$ cat config.mk
export PLATFORM = sky130hd
export DESIGN_NAME = logic_sweep_gen_flat
export DESIGN_NICKNAME = d
export VERILOG_FILES = /design/src/rtl/logic_sweep_pkg.sv /design/src/rtl/logic_sweep_gen_if.sv /design/src/rtl/logic_op_unit.sv /design/src/rtl/logic_sweep_gen.sv /design/src/flat_wrapper.sv
export SDC_FILE = /design/constraint.sdc
export NUM_CORES = 1
export LEC_CHECK = 0
export CAP_MARGIN = 10
export CORE_AREA = 2 2 39 41
export DETAILED_ROUTE_END_ITERATION = 10
export DIE_AREA = 0 0 41 43
export PLACE_DENSITY = 0.63
export SETUP_SLACK_MARGIN = 0.05
export SYNTH_ARGS = -nofsm -noshare
export SYNTH_HDL_FRONTEND = slang
export SYNTH_SLANG_ARGS = --single-unit
$ cat constraint.sdc
create_clock -name clk -period 1.9 [get_ports clk]
set_clock_uncertainty 0.1 [all_clocks]
set_input_delay 0.475 -clock clk [delete_from_list [all_inputs] [get_ports clk]]
set_output_delay 0.475 -clock clk [all_outputs]
set_load 0.05 [all_outputs]
$ cat src/rtl/logic_sweep_pkg.sv
// Shared types and the reference gate function for the logic sweep generator.
// Also used by the bench model so both sides agree on operator encoding.
package logic_sweep_pkg;

    localparam int MAX_WIDTH = 8;

    typedef enum logic [1:0] {
        IDLE = 2'd0,
        RUN  = 2'd1,
        DONE = 2'd2
    } state_e;

    typedef enum logic [1:0] {
        OP_AND  = 2'd0,
        OP_OR   = 2'd1,
        OP_XOR  = 2'd2,
        OP_NAND = 2'd3
    } op_e;

    // Callers truncate the result to their own operand width.
    function automatic logic [MAX_WIDTH-1:0] op_apply(
        input op_e                  op,
        input logic [MAX_WIDTH-1:0] a,
        input logic [MAX_WIDTH-1:0] b
    );
        logic [MAX_WIDTH-1:0] r;
        case (op)
            OP_AND:  r = a & b;
            OP_OR:   r = a | b;
            OP_XOR:  r = a ^ b;
            default: r = ~(a & b);
        endcase
        return r;
    endfunction

endpackage

$ cat src/rtl/logic_sweep_gen_if.sv
// Control and observation bundle of the logic sweep generator.
// The master side drives start/op_sel; the slave (generator) drives the rest.
interface logic_sweep_gen_if #(
    parameter int WIDTH = 1
);
    logic                 start;
    logic [1:0]           op_sel;
    logic [WIDTH-1:0]     a;
    logic [WIDTH-1:0]     b;
    logic [WIDTH-1:0]     x;
    logic                 valid;
    logic [2*WIDTH-1:0]   vec_idx;
    logic                 busy;
    logic                 done;

    modport master (
        output start, op_sel,
        input  a, b, x, valid, vec_idx, busy, done
    );

    modport slave (
        input  start, op_sel,
        output a, b, x, valid, vec_idx, busy, done
    );
endinterface

$ cat src/rtl/logic_op_unit.sv
// Purely combinational WIDTH-bit gate: AND / OR / XOR / NAND selected by op.
module logic_op_unit
    import logic_sweep_pkg::*;
#(
    parameter int WIDTH = 1
) (
    input  op_e              op,
    input  logic [WIDTH-1:0] a,
    input  logic [WIDTH-1:0] b,
    output logic [WIDTH-1:0] y
);
    genvar gi;
    generate
        for (gi = 0; gi < WIDTH; gi++) begin : g_bit
            assign y[gi] = (op == OP_AND) ? (a[gi] & b[gi]) :
                           (op == OP_OR)  ? (a[gi] | b[gi]) :
                           (op == OP_XOR) ? (a[gi] ^ b[gi]) :
                                            ~(a[gi] & b[gi]);
        end
    endgenerate
endmodule

$ cat src/rtl/logic_sweep_gen.sv
// Sweeps every {b,a} operand pair through a selectable gate, holding each for HOLD cycles.
// Define LOGIC_SWEEP_LOOP_EN for continuous looping with start acting as a stop request.
module logic_sweep_gen
    import logic_sweep_pkg::*;
#(
    parameter int WIDTH = 1,
    parameter int HOLD  = 2
) (
    input  logic             clk,
    input  logic             rst_n,
    logic_sweep_gen_if.slave sw
);
    localparam int IDX_W = 2 * WIDTH;
    localparam int HC_W  = (HOLD > 2) ? $clog2(HOLD) : 1;
    localparam logic [HC_W-1:0]  HOLD_LAST = HC_W'(HOLD - 1);
    localparam logic [IDX_W-1:0] IDX_MAX   = {IDX_W{1'b1}};

    state_e             state_reg;
    state_e             state_next;
    op_e                op_reg;
    logic [HC_W-1:0]    hold_cnt_reg;
    logic [IDX_W-1:0]   vec_idx_reg;
    logic [WIDTH-1:0]   x_reg;
    logic [WIDTH-1:0]   gate_y;
    logic               valid_reg;
    logic               accept;
    logic               hold_end;
    logic               finish;

    assign accept   = (state_reg != RUN) && sw.start;
    assign hold_end = (state_reg == RUN) && (hold_cnt_reg == HOLD_LAST);

`ifdef LOGIC_SWEEP_LOOP_EN
    logic stop_reg;

    // A stop request seen at any point of the hold ends the sweep after that vector.
    assign finish = hold_end && (stop_reg || sw.start);

    always_ff @(posedge clk or negedge rst_n) begin
        if (!rst_n) begin
            stop_reg <= 1'b0;
        end else if (accept) begin
            stop_reg <= 1'b0;
        end else if (state_reg == RUN && sw.start) begin
            stop_reg <= 1'b1;
        end
    end
`else
    assign finish = hold_end && (vec_idx_reg == IDX_MAX);
`endif

    always_ff @(posedge clk or negedge rst_n) begin
        if (!rst_n) begin
            state_reg <= IDLE;
        end else begin
            state_reg <= state_next;
        end
    end

    always_comb begin
        state_next = state_reg;
        case (state_reg)
            IDLE, DONE: if (sw.start) state_next = RUN;
            RUN:        if (finish)   state_next = DONE;
            default:    state_next = IDLE;
        endcase
    end

    always_comb begin
        sw.busy = (state_reg == RUN);
        sw.done = (state_reg == DONE);
    end

    logic_op_unit #(
        .WIDTH (WIDTH)
    ) u_op (
        .op (op_reg),
        .a  (vec_idx_reg[WIDTH-1:0]),
        .b  (vec_idx_reg[IDX_W-1:WIDTH]),
        .y  (gate_y)
    );

    // x follows a/b by one cycle; valid marks the first cycle x reflects a new vector.
    always_ff @(posedge clk or negedge rst_n) begin
        if (!rst_n) begin
            op_reg       <= OP_AND;
            hold_cnt_reg <= '0;
            vec_idx_reg  <= '0;
            x_reg        <= '0;
            valid_reg    <= 1'b0;
        end else begin
            valid_reg <= (state_reg == RUN) && (hold_cnt_reg == '0);
            if (accept) begin
                op_reg       <= op_e'(sw.op_sel);
                hold_cnt_reg <= '0;
                vec_idx_reg  <= '0;
            end else if (state_reg == RUN) begin
                x_reg <= gate_y;
                if (hold_end) begin
                    hold_cnt_reg <= '0;
                    if (!finish) begin
                        vec_idx_reg <= vec_idx_reg + IDX_W'(1);
                    end
                end else begin
                    hold_cnt_reg <= hold_cnt_reg + HC_W'(1);
                end
            end
        end
    end

    assign sw.a       = vec_idx_reg[WIDTH-1:0];
    assign sw.b       = vec_idx_reg[IDX_W-1:WIDTH];
    assign sw.x       = x_reg;
    assign sw.valid   = valid_reg;
    assign sw.vec_idx = vec_idx_reg;

endmodule

$ cat src/flat_wrapper.sv
// flat-port wrapper written by rule: the top's interface ports become plain ports
module logic_sweep_gen_flat import logic_sweep_pkg::*;
#(
    parameter int WIDTH = 1,
    parameter int HOLD  = 2
)
  (clk, rst_n, sw_start, sw_op_sel, sw_a, sw_b, sw_x, sw_valid, sw_vec_idx, sw_busy, sw_done);
  logic_sweep_gen_if #(.WIDTH(WIDTH)) sw_i ();
  input  logic clk;
  input  logic rst_n;
  input wire logic [$bits(sw_i.start)-1:0] sw_start;
  input wire logic [$bits(sw_i.op_sel)-1:0] sw_op_sel;
  output wire logic [$bits(sw_i.a)-1:0] sw_a;
  output wire logic [$bits(sw_i.b)-1:0] sw_b;
  output wire logic [$bits(sw_i.x)-1:0] sw_x;
  output wire logic [$bits(sw_i.valid)-1:0] sw_valid;
  output wire logic [$bits(sw_i.vec_idx)-1:0] sw_vec_idx;
  output wire logic [$bits(sw_i.busy)-1:0] sw_busy;
  output wire logic [$bits(sw_i.done)-1:0] sw_done;
  assign sw_i.start = sw_start;
  assign sw_i.op_sel = sw_op_sel;
  assign sw_a = sw_i.a;
  assign sw_b = sw_i.b;
  assign sw_x = sw_i.x;
  assign sw_valid = sw_i.valid;
  assign sw_vec_idx = sw_i.vec_idx;
  assign sw_busy = sw_i.busy;
  assign sw_done = sw_i.done;
  logic_sweep_gen #(.WIDTH(WIDTH), .HOLD(HOLD)) u_core (.clk(clk), .rst_n(rst_n), .sw(sw_i));
endmodule
### Word-level counts from Yosys, hierarchy flattened

Index checks and enable logic that the tools add are counted.
W data, S select, Z words.

| storage, ports and cells | value |
|---|---|
| bits in registers | 9 |
| bits in latches | 0 |
| bits in writable memories | 0 |
| memory bits (read-only) | 0 |
| input bits | 5 |
| output and inout bits | 8 |
| word-level logic and storage cells | 48 |
| memories | 0 |

| operators by class | value |
|---|---|
| $add $sub $neg | 2 |
| multipliers | 0 |
| div/mod/pow operators | 0 |
| order comparisons | 0 |
| equality and inequality tests | 9 |
| shift-type cells | 0 |
| muxes and demuxes | 13 |
| bitwise gates (word level) | 6 |
| reduce and logical (&&, ||, !) cells | 12 |

Operators with widths:

| operator | number |
|---|---|
| $mux W2 | 6 |
| $eq A2 B2 Y1 const B | 3 |
| $mux W1 | 6 |
| $ne A2 B1 Y1 const B | 3 |
| $eq A2 B1 Y1 const B | 2 |
| $logic_and A1 B1 Y1 | 4 |
| $logic_not A2 Y1 | 2 |
| $pmux W2 S2 | 1 |
| $reduce_and A2 Y1 | 2 |
| $reduce_bool A2 Y1 | 2 |
| $not A1 Y1 | 3 |
| $reduce_and A3 Y1 | 1 |
| $add A2 B1 Y2 const B | 1 |
| $ne A2 B2 Y1 const B | 1 |
| $reduce_or A2 Y1 | 1 |
| $add A1 B1 Y1 const B | 1 |
| $and A1 B1 Y1 | 1 |
| $or A1 B1 Y1 | 1 |
| $xor A1 B1 Y1 | 1 |

### Longest topological paths before layout

Gate-level depths: netlist of run 1.

| logic depth | value |
|---|---|
| word-level depth | 7 |
| depth in mapped cells | 5 |

### Hierarchy

From an unflattened synthesis of run 1, not the netlist that was laid out.

| unflattened totals | value |
|---|---|
| cell total of the unflattened synthesis | 44 |
| area, all modules | 478.0 um2 |

Modules (own cells, without submodules):

| module | times used | cells each | area each (um2) | sequential area each (um2) |
|---|---|---|---|---|
| logic_sweep_gen | 1 | 34 | 414.1 | 225.2 |
| logic_op_unit | 1 | 10 | 63.8 | 0.0 |

### Least setup slack after synthesis of run 1

OpenSTA, ideal clock, no wires.

| timing path | value |
|---|---|
| path kind | register to register |
| from | reg u_core.vec_idx_reg[1] (netlist: u_core.sw.vec_idx[1]) |
| to | reg u_core.vec_idx_reg[0] (netlist: u_core.sw.vec_idx[0]) |
| setup time | 125 ps |
| data arrival time | 1513 ps |
| data required time | 1675 ps |
| slack | 162 ps |
| stages on the path, launching flop included | 5 |
| path buffers | 0 |
| path through | dfrtp_1 -> ha_1 -> and4bb_1 -> a21oi_2 -> mux2_4 |

| between the ends | value |
|---|---|
| longest elaborated chain between the ends | 4 |

RTL lines:

| what | line | text |
|---|---|---|
| start: declaration | logic_sweep_gen.sv:22 | `logic [IDX_W-1:0] vec_idx_reg;` |
| start signal: assignment | logic_sweep_gen.sv:102 | `vec_idx_reg <= vec_idx_reg + IDX_W'(1);` |
| $eq A2 B2 Y1 | logic_sweep_gen.sv:49 | `assign finish = hold_end && (vec_idx_reg == IDX_MAX);` |
| $logic_and A1 B1 Y1 | logic_sweep_gen.sv:49 |  |
| $ne A2 B1 Y1 (no line) | n/a |  |
| $reduce_and A3 Y1 (no line) | n/a |  |

No other way between the ends.
A chain may end at the register's enable or synchronous reset.

### Worst setup path in the final report of run 1

| timing path | value |
|---|---|
| from | reg u_core.state_reg[0] |
| to | out sw_done |

| between the ends | value |
|---|---|
| longest elaborated chain between the ends | 1 |

RTL lines:

| what | line | text |
|---|---|---|
| start: declaration | logic_sweep_gen.sv:18 | `state_e state_reg;` |
| start signal: assignment | logic_sweep_gen.sv:56 | `state_reg <= state_next;` |
| $eq A2 B2 Y1 | logic_sweep_gen.sv:71 | `sw.done = (state_reg == DONE);` |
| end: declaration | flat_wrapper.sv:19 | `output wire logic [$bits(sw_i.done)-1:0] sw_done;` |

No other way between the ends.

==> metrics, run 1 <==
Least-Margin Pin Slew=405 ps; Die ar.=1760 um2; Cell Area, Synth=477 um2; setup violators final=0; Setup crit end kind=primary output; ANT nets after route=0; CTS tree=done; gr ovfl total=0; Max Cap Viol=0; worst-skew pair later-pin latency=250 ps; CTS root buf=clkbuf_4; vias in the first global route=340; unrepaired setup endpoints after global routing=false; Crit path required time=1320 ps; routed wire length=804 um; post-synthesis compound-gate area fraction=0.147; CP Data Arrival Time=1090 ps; DR vias=352; f_max=0.600 GHz; Remaining DRCs=0; Critical R2R Capture=u_core.sw.vec_idx[0]; largest family of logic cells by synthesized area=simple AND/OR/NAND/NOR gates; largest net degree at the start of global routing=10; GR Util All Layers=0.133; worst reg2reg path depth=4; fin crit share=0.877; die width=41 um; ANT cells=0; post-cts resize count=0; Worst Hold Path EP=u_core.sw.valid; post-layout min period=1670 ps; Synth Area in Simple Gates=0.155; Critical Path Source Type=flop; post-synth net total=49; most frequent cells in the layout=9 x dfrtp_1, 5 x buf_4, 4 x inv_1, 4 x clkdlybuf4s50_1, 4 x buf_12; row count=14; CTS H-tree depth=1; Seq/Total Area, Yosys=0.472; CTS Hold Bufs=0; Num CTS Buffers=3; total core area=1380 um2; Hold Path Origin=u_core.hold_cnt_reg; reg2reg setup slack=270 ps; Post-CTS Setup Repair Bufs=0; Mapped Cells=42; # port buffers=12; Final WS setup=234 ps; setup_tns=0 ps; drt wl/cell=11.2 um; antenna violations before repair=0; Die Ht=43 um; clock transition at the registers of the reported paths=60 ps; Hold Violations, Final=0; hold path depth=1; Rel. slew slack=0.729; layout cell share with drive strength beyond 1=0.304; DP HPWL=641 um; placed cells=68; xor/xnor share of the synthesized area=0; mux cell area share after synthesis=0.0945; I/O pins=13; status=completed; YS warnings=0; max-slew violation count=0; DR vias/cell=4.89; HP Class=reg -> reg; crit path kind=reg -> out; Post-Synth Adder-Cell Area=0.0525; Final GP Congestion=0.661; #FFs+latches synth=9; first-pass GRT wire length=1.47 mm; commonest non-fill, non-tap cell in the layout=dfrtp_1; Distinct cells, synth=20; CP max FO=4; Initial Util=0.344; Net count, final=64; Initial DRC Count=2; worst slack at placement=268 ps; clock sinks=9; Bufs on Longest Clock Path=2; Area Growth Syn to Fin=38.1%; DRT Pass-1 Iters=2; average size of a mapped cell=11.4 um2; reg-to-reg critical path startpoint=u_core.sw.vec_idx[0]; Finished Layout Cells=72
-- routing by layer --
metal / GRT usage / part of all wire
met5: 0 / 0
met4: 0.120 / 0.021
met3: 0.0681 / 0.046
met2: 0.156 / 0.46
met1: 0.165 / 0.48
-- layout make-up --
class | count | area, um2
Fill cell | 130 | 726
Sequential cell | 9 | 225
Multi-Input combinational cell | 26 | 214
Timing Repair Buffer | 13 | 158
Clock buffer | 4 | 26.3
Tap cell | 16 | 20.0
Inverter | 4 | 15.0
-- cell usage after synthesis --
library cell	number	area, um2
buf_4	3	22.5
a22o_1	1	8.76
ha_1	2	25.0
mux2_4	3	45.0
o21ai_0	2	10.0
o211ai_1	1	7.51
nand2b_1	3	18.8
dfrtp_1	9	225
inv_1	4	15.0
and4bb_1	1	12.5
o2bb2ai_1	2	17.5
a2bb2oi_1	1	8.76
nand3_1	1	5.00
nor2b_1	2	12.5
a21oi_2	1	8.76
nand2_2	1	6.26
a211o_1	1	8.76
nand2_1	2	7.51
nor2_1	1	3.75
or2b_1	1	7.51
-- logic make-up (layout without fill, tap and decap cells) --
kind of cell             Yosys count  after routing
AO/OA/AOI/OAI                      9              9
adder cells (fa/ha/maj)            2              2
buffers and inverters              7             21
flip-flops                         9              9
multiplexers                       3              3
AND/OR/NAND/NOR                   12             12
-- critical path, cell delays in order, from the launching register on --
cell and delay (ps):
dfrtp_1 410, nor2b_1 250, buf_12 180
-- how the worst max path moves through the flow --
stage | startpoint | end | slack (ps)
after global routing | u_core.state_reg[0] | sw_done | 150
after floorplan | u_core.sw.vec_idx[1] | u_core.sw.vec_idx[0] | 160
after detailed placement | sw_start | u_core.op_reg[1] | 270
after CTS | u_core.state_reg[0] | sw_done | 220
final | u_core.state_reg[0] | sw_done | 230
after global placement | sw_start | u_core.op_reg[1] | 270
-- metrics by stage --
| step | hold slack, ps | instance area, um2 | utilization |
|---|---|---|---|
| detailed placement | 393 | 632 | 0.457 |
| CTS | 401 | 658 | 0.476 |
| global route | 425 | 658 | 0.476 |
| finish | 398 | 658 | 0.476 |
| floorplan | 79.4 | 477 | - |
| global placement | 385 | 632 | 0.457 |
Power of run 1 is not shown: default switching activity piles up to over one toggle a cycle in this logic, so the estimate is an artifact.
==> inputs of run 2 (changes only) <==
--- a/config.mk
+++ b/config.mk
@@ -5,11 +5,12 @@
 export SDC_FILE = /design/constraint.sdc
 export NUM_CORES = 1
 export LEC_CHECK = 0
-export CAP_MARGIN = 10
-export CORE_AREA = 2 2 39 41
+export CELL_PAD_IN_SITES_DETAIL_PLACEMENT = 1
+export CELL_PAD_IN_SITES_GLOBAL_PLACEMENT = 1
+export CORE_AREA = 2 2 43 45
 export DETAILED_ROUTE_END_ITERATION = 10
-export DIE_AREA = 0 0 41 43
-export PLACE_DENSITY = 0.63
+export DIE_AREA = 0 0 45 47
+export PLACE_DENSITY = 0.68
 export SETUP_SLACK_MARGIN = 0.05
 export SYNTH_ARGS = -nofsm -noshare
 export SYNTH_HDL_FRONTEND = slang
==> constraint.sdc (replaced) <==
create_clock -name clk -period 1.5 [get_ports clk]
set_clock_uncertainty 0.1 [all_clocks]
set_input_delay 0.375 -clock clk [delete_from_list [all_inputs] [get_ports clk]]
set_output_delay 0.375 -clock clk [all_outputs]
set_load 0.05 [all_outputs]
==> metrics, run 2 (synthesized netlist as in run 1, its figures left out) <==
CP Data Arrival Time=1010 ps; clock transition at the registers of the reported paths=60 ps; Max Cap Viol=0; vias in the first global route=394; DRT Pass-1 Iters=1; die width=45 um; Num CTS Buffers=3; DR vias/cell=4.67; Die ar.=2120 um2; setup violators final=0; Initial DRC Count=0; status=completed; I/O pins=13; Hold Violations, Final=0; Critical Path Source Type=flop; Crit path required time=1020 ps; HP Class=in -> async; fin crit share=0.987; post-layout min period=1480 ps; antenna violations before repair=0; Bufs on Longest Clock Path=2; Reg power frac=0.234; critical path launch point=u_core.state_reg[1]; GR Util All Layers=0.125; DP HPWL=721 um; Static Leak=0.375 nW; CP max FO=3; IR Drop Worst-Case VDD=1330 uV; Remaining DRCs=0; commonest non-fill, non-tap cell in the layout=buf_12; Least-Margin Pin Slew=417 ps; # port buffers=12; Rel. slew slack=0.721; CTS tree=done; first-pass GRT wire length=1.74 mm; CTS Hold Bufs=0; ANT nets after route=0; Area Growth Syn to Fin=74.3%; layout cell share with drive strength beyond 1=0.523; Clk pwr share=0.086; crit path kind=reg -> out; max-slew violation count=0; Sw Share=0.412; Final WS setup=19.4 ps; Initial Util=0.289; clock sinks=9; Logic pwr share=0.681; CTS root buf=clkbuf_4; Net count, final=73; gr ovfl total=0; Filler cells=177; final instance area=831 um2; Placed Area=723 um2; DR vias=383; drt wl/cell=11.9 um; PD cells=2600 nW/um2; unrepaired setup endpoints after global routing=true; total core area=1650 um2; Final GP Congestion=0.645; Int Pwr=0.00127 W; Sw Pwr=0.000890 W; ANT cells=0; reg-to-reg critical path startpoint=u_core.sw.vec_idx[0]; worst-skew pair later-pin latency=260 ps; row count=15; most frequent cells in the layout=8 x buf_12, 6 x buf_4, 6 x dfrtp_1; f_max=0.675 GHz; CTS H-tree depth=1; largest net degree at the start of global routing=10; Die Ht=47 um; routed wire length=979 um; Setup crit end kind=primary output; worst slack at placement=-22.4 ps
==> run 2: stage by stage <==
stage / total power (W) / setup TNS [ps] / hold WS (ps) / util / std cells
2_1_floorplan: 0.00125 / -68.4 / -20.6 / - / 42
3_3_place_gp: 0.00179 / 0 / 389 / 0.438 / 72
3_5_place_dp: 0.00181 / -38.2 / 388 / 0.438 / 72
4_1_cts: 0.00215 / 0 / 320 / 0.495 / 82
5_1_grt: 0.00230 / -83.4 / 334 / 0.503 / 82
6_report: 0.00216 / 0 / 316 / 0.503 / 82
==> run 2: layer usage <==
| layer | track usage | share of wire | vias up |
|---|---|---|---|
| met2 | 0.186 | 0.49 | 10 |
| met3 | 0.0577 | 0.041 | 2 |
| li1 | - | - | 192 |
| met5 | 0 | 0 | - |
| met4 | 0.0882 | 0.026 | 0 |
| met1 | 0.142 | 0.44 | 179 |
==> run 2: power by group through the flow <==
stage	sequential [W]	clock, W	combinational, W
2_1_floorplan	0.000644	0	0.000603
3_3_place_gp	0.000491	0	0.00130
3_5_place_dp	0.000495	0	0.00132
4_1_cts	0.000503	0.000197	0.00145
5_1_grt	0.000526	0.000214	0.00156
6_report	0.000505	0.000185	0.00147
==> run 2: final timing paths <==
kind / end / cells after the start / slack [ps]
min in group clk: u_core.sw.valid / 1 / 400
max reg2reg: u_core.sw.vec_idx[0] / 4 / 20
max: sw_busy / 3 / 20
max in group asynchronous: u_core.state_reg[0] / 1 / 670
min: u_core.sw.x / 1 / 320
min reg2reg: u_core.sw.valid / 1 / 400
==> run 2: worst max-delay path, cell delays in order (launching register included) <==
cell	delay, ps
dfrtp_1	390
nand2b_4	160
inv_4	60
buf_12	120
==> run 2: cell type report <==
cell class                 count  area, um2  share of cell area
timing repair buffer          22        290               0.349
tap                           17       21.3              0.0256
inverter                       4       17.5              0.0211
sequential                     9        229               0.276
clock buffer                   4       26.3              0.0316
multi-input combinational     26        246               0.297
==> run 2: timing repair <==
action / in CTS / in global routing
setup buffers: 6 / 0
pin swaps: 2 / 3
endpoints found under the setup margin: 7 / 10
gates resized for setup: 8 / 3
(Power assumes the default switching activity.)
==> inputs of run 3 (changes only) <==
--- a/config.mk
+++ b/config.mk
@@ -7,10 +7,10 @@
 export LEC_CHECK = 0
 export CELL_PAD_IN_SITES_DETAIL_PLACEMENT = 1
 export CELL_PAD_IN_SITES_GLOBAL_PLACEMENT = 1
-export CORE_AREA = 2 2 43 45
+export CORE_AREA = 2 2 41 43
 export DETAILED_ROUTE_END_ITERATION = 10
-export DIE_AREA = 0 0 45 47
-export PLACE_DENSITY = 0.68
+export DIE_AREA = 0 0 43 45
+export PLACE_DENSITY = 0.71
 export SETUP_SLACK_MARGIN = 0.05
 export SYNTH_ARGS = -nofsm -noshare
 export SYNTH_HDL_FRONTEND = slang
==> constraint.sdc (replaced) <==
create_clock -name clk -period 1.65 [get_ports clk]
set_clock_uncertainty 0.1 [all_clocks]
set_input_delay 0.4125 -clock clk [delete_from_list [all_inputs] [get_ports clk]]
set_output_delay 0.4125 -clock clk [all_outputs]
set_load 0.05 [all_outputs]
==> metrics, run 3 (synthesized netlist as in run 1, its figures left out) <==
Critical Path Source Type=flop; ANT nets after route=0; first-pass GRT wire length=1.64 mm; placed cells=71; layout cell share with drive strength beyond 1=0.407; die width=43 um; Crit path required time=1140 ps; Die Ht=45 um; Int Pwr=0.00103 W; Static Leak=0.336 nW; Rel. slew slack=0.719; clock transition at the registers of the reported paths=70 ps; status=completed; Max Cap Viol=0; Num CTS Buffers=3; row count=14; Sw Share=0.428; CTS root buf=clkbuf_4; Remaining DRCs=0; routed wire length=975 um; clock sinks=9; CP Data Arrival Time=1050 ps; DR vias/cell=4.93; Hold Violations, Final=0; DR vias=370; total core area=1470 um2; fin util=0.503; GR Util All Layers=0.124; most frequent cells in the layout=8 x buf_12, 7 x dfrtp_1, 4 x clkdlybuf4s50_1, 4 x buf_4; setup violators final=0; DP HPWL=795 um; worst-skew pair later-pin latency=260 ps; fin crit share=0.945; Least-Margin Pin Slew=419 ps; HP Class=in -> async; Setup crit end kind=primary output; setup_tns=0 ps; Initial Util=0.324; Reg power frac=0.248; Area Growth Syn to Fin=55.4%; post-layout min period=1560 ps; Initial DRC Count=3; max-slew violation count=0; DRT Pass-1 Iters=4; ANT cells=0; Sw Pwr=0.000769 W; CP max FO=3; vias in the first global route=378; Die ar.=1940 um2; crit path kind=reg -> out; CTS H-tree depth=1; I/O pins=13; IR Drop Worst-Case VDD=995 uV; Final GP Congestion=0.726; f_max=0.642 GHz; Clk pwr share=0.097; # port buffers=12; CTS tree=done; Bufs on Longest Clock Path=2; commonest non-fill, non-tap cell in the layout=buf_12; unrepaired setup endpoints after global routing=true; Finished Layout Cells=75; Logic pwr share=0.655; Net count, final=67; gr ovfl total=0; PD cells=2430 nW/um2; antenna violations before repair=0; drt wl/cell=13.0 um; largest net degree at the start of global routing=10
## run 3: stage by stage
step	total power (W)	hold slack, ps	setup WS, ps	area [um2]
3_3_place_gp	0.00159	382	116	709
4_1_cts	0.00181	364	57.7	736
5_1_grt	0.00190	384	49.4	741
6_report	0.00180	353	91.3	741
2_1_floorplan	0.00111	16.9	24.8	482
3_5_place_dp	0.00163	394	89.1	709
## run 3: layer usage
metal / vias to the layer above / wire length, um / GRT usage
met5: - / 0 / 0
met4: 0 / 0 / 0.109
met3: 0 / 34 / 0.0240
met2: 9 / 526 / 0.221
met1: 186 / 414 / 0.124
li1: 175 / - / -
## run 3: final cells by class
type,instances,area (um2)
Sequential cell,9,228
Multi-Input combinational cell,26,221
Fill cell,158,731
Clock buffer,4,26.3
Timing Repair Buffer,16,230
Inverter,4,15.0
Tap cell,16,20.0
## run 3: what timing repair did
item                                    CTS  global route
endpoints found under the setup margin    0             2
gates resized for setup                   0             2
hold buffers                              0             0
setup buffers                             0             0
## run 3: path summary, 6_finish.rpt
| path | slack [ps] | from | end | cells past startpoint |
|---|---|---|---|---|
| max | 90 | u_core.state_reg[1] | sw_busy | 3 |
| min in group clk | 400 | u_core.hold_cnt_reg | u_core.sw.valid | 1 |
| max reg2reg | 140 | u_core.sw.vec_idx[1] | u_core.sw.vec_idx[0] | 4 |
| max in group asynchronous | 780 | rst_n | u_core.sw.vec_idx[1] | 1 |
| min reg2reg | 400 | u_core.hold_cnt_reg | u_core.sw.valid | 1 |
| min | 350 | rst_n | u_core.hold_cnt_reg | 1 |
## run 3: worst max-delay path, stage by stage (launching register included)
cell and delay [ps]:
dfrtp_1 390, nand2b_1 180, inv_2 90, buf_12 130
## run 3: power groups by stage
stage	clock, W	sequential, W	combinational (W)
2_1_floorplan	0	0.000574	0.000540
3_3_place_gp	0	0.000434	0.00116
3_5_place_dp	0	0.000447	0.00118
4_1_cts	0.000179	0.000442	0.00118
5_1_grt	0.000192	0.000462	0.00125
6_report	0.000175	0.000445	0.00118
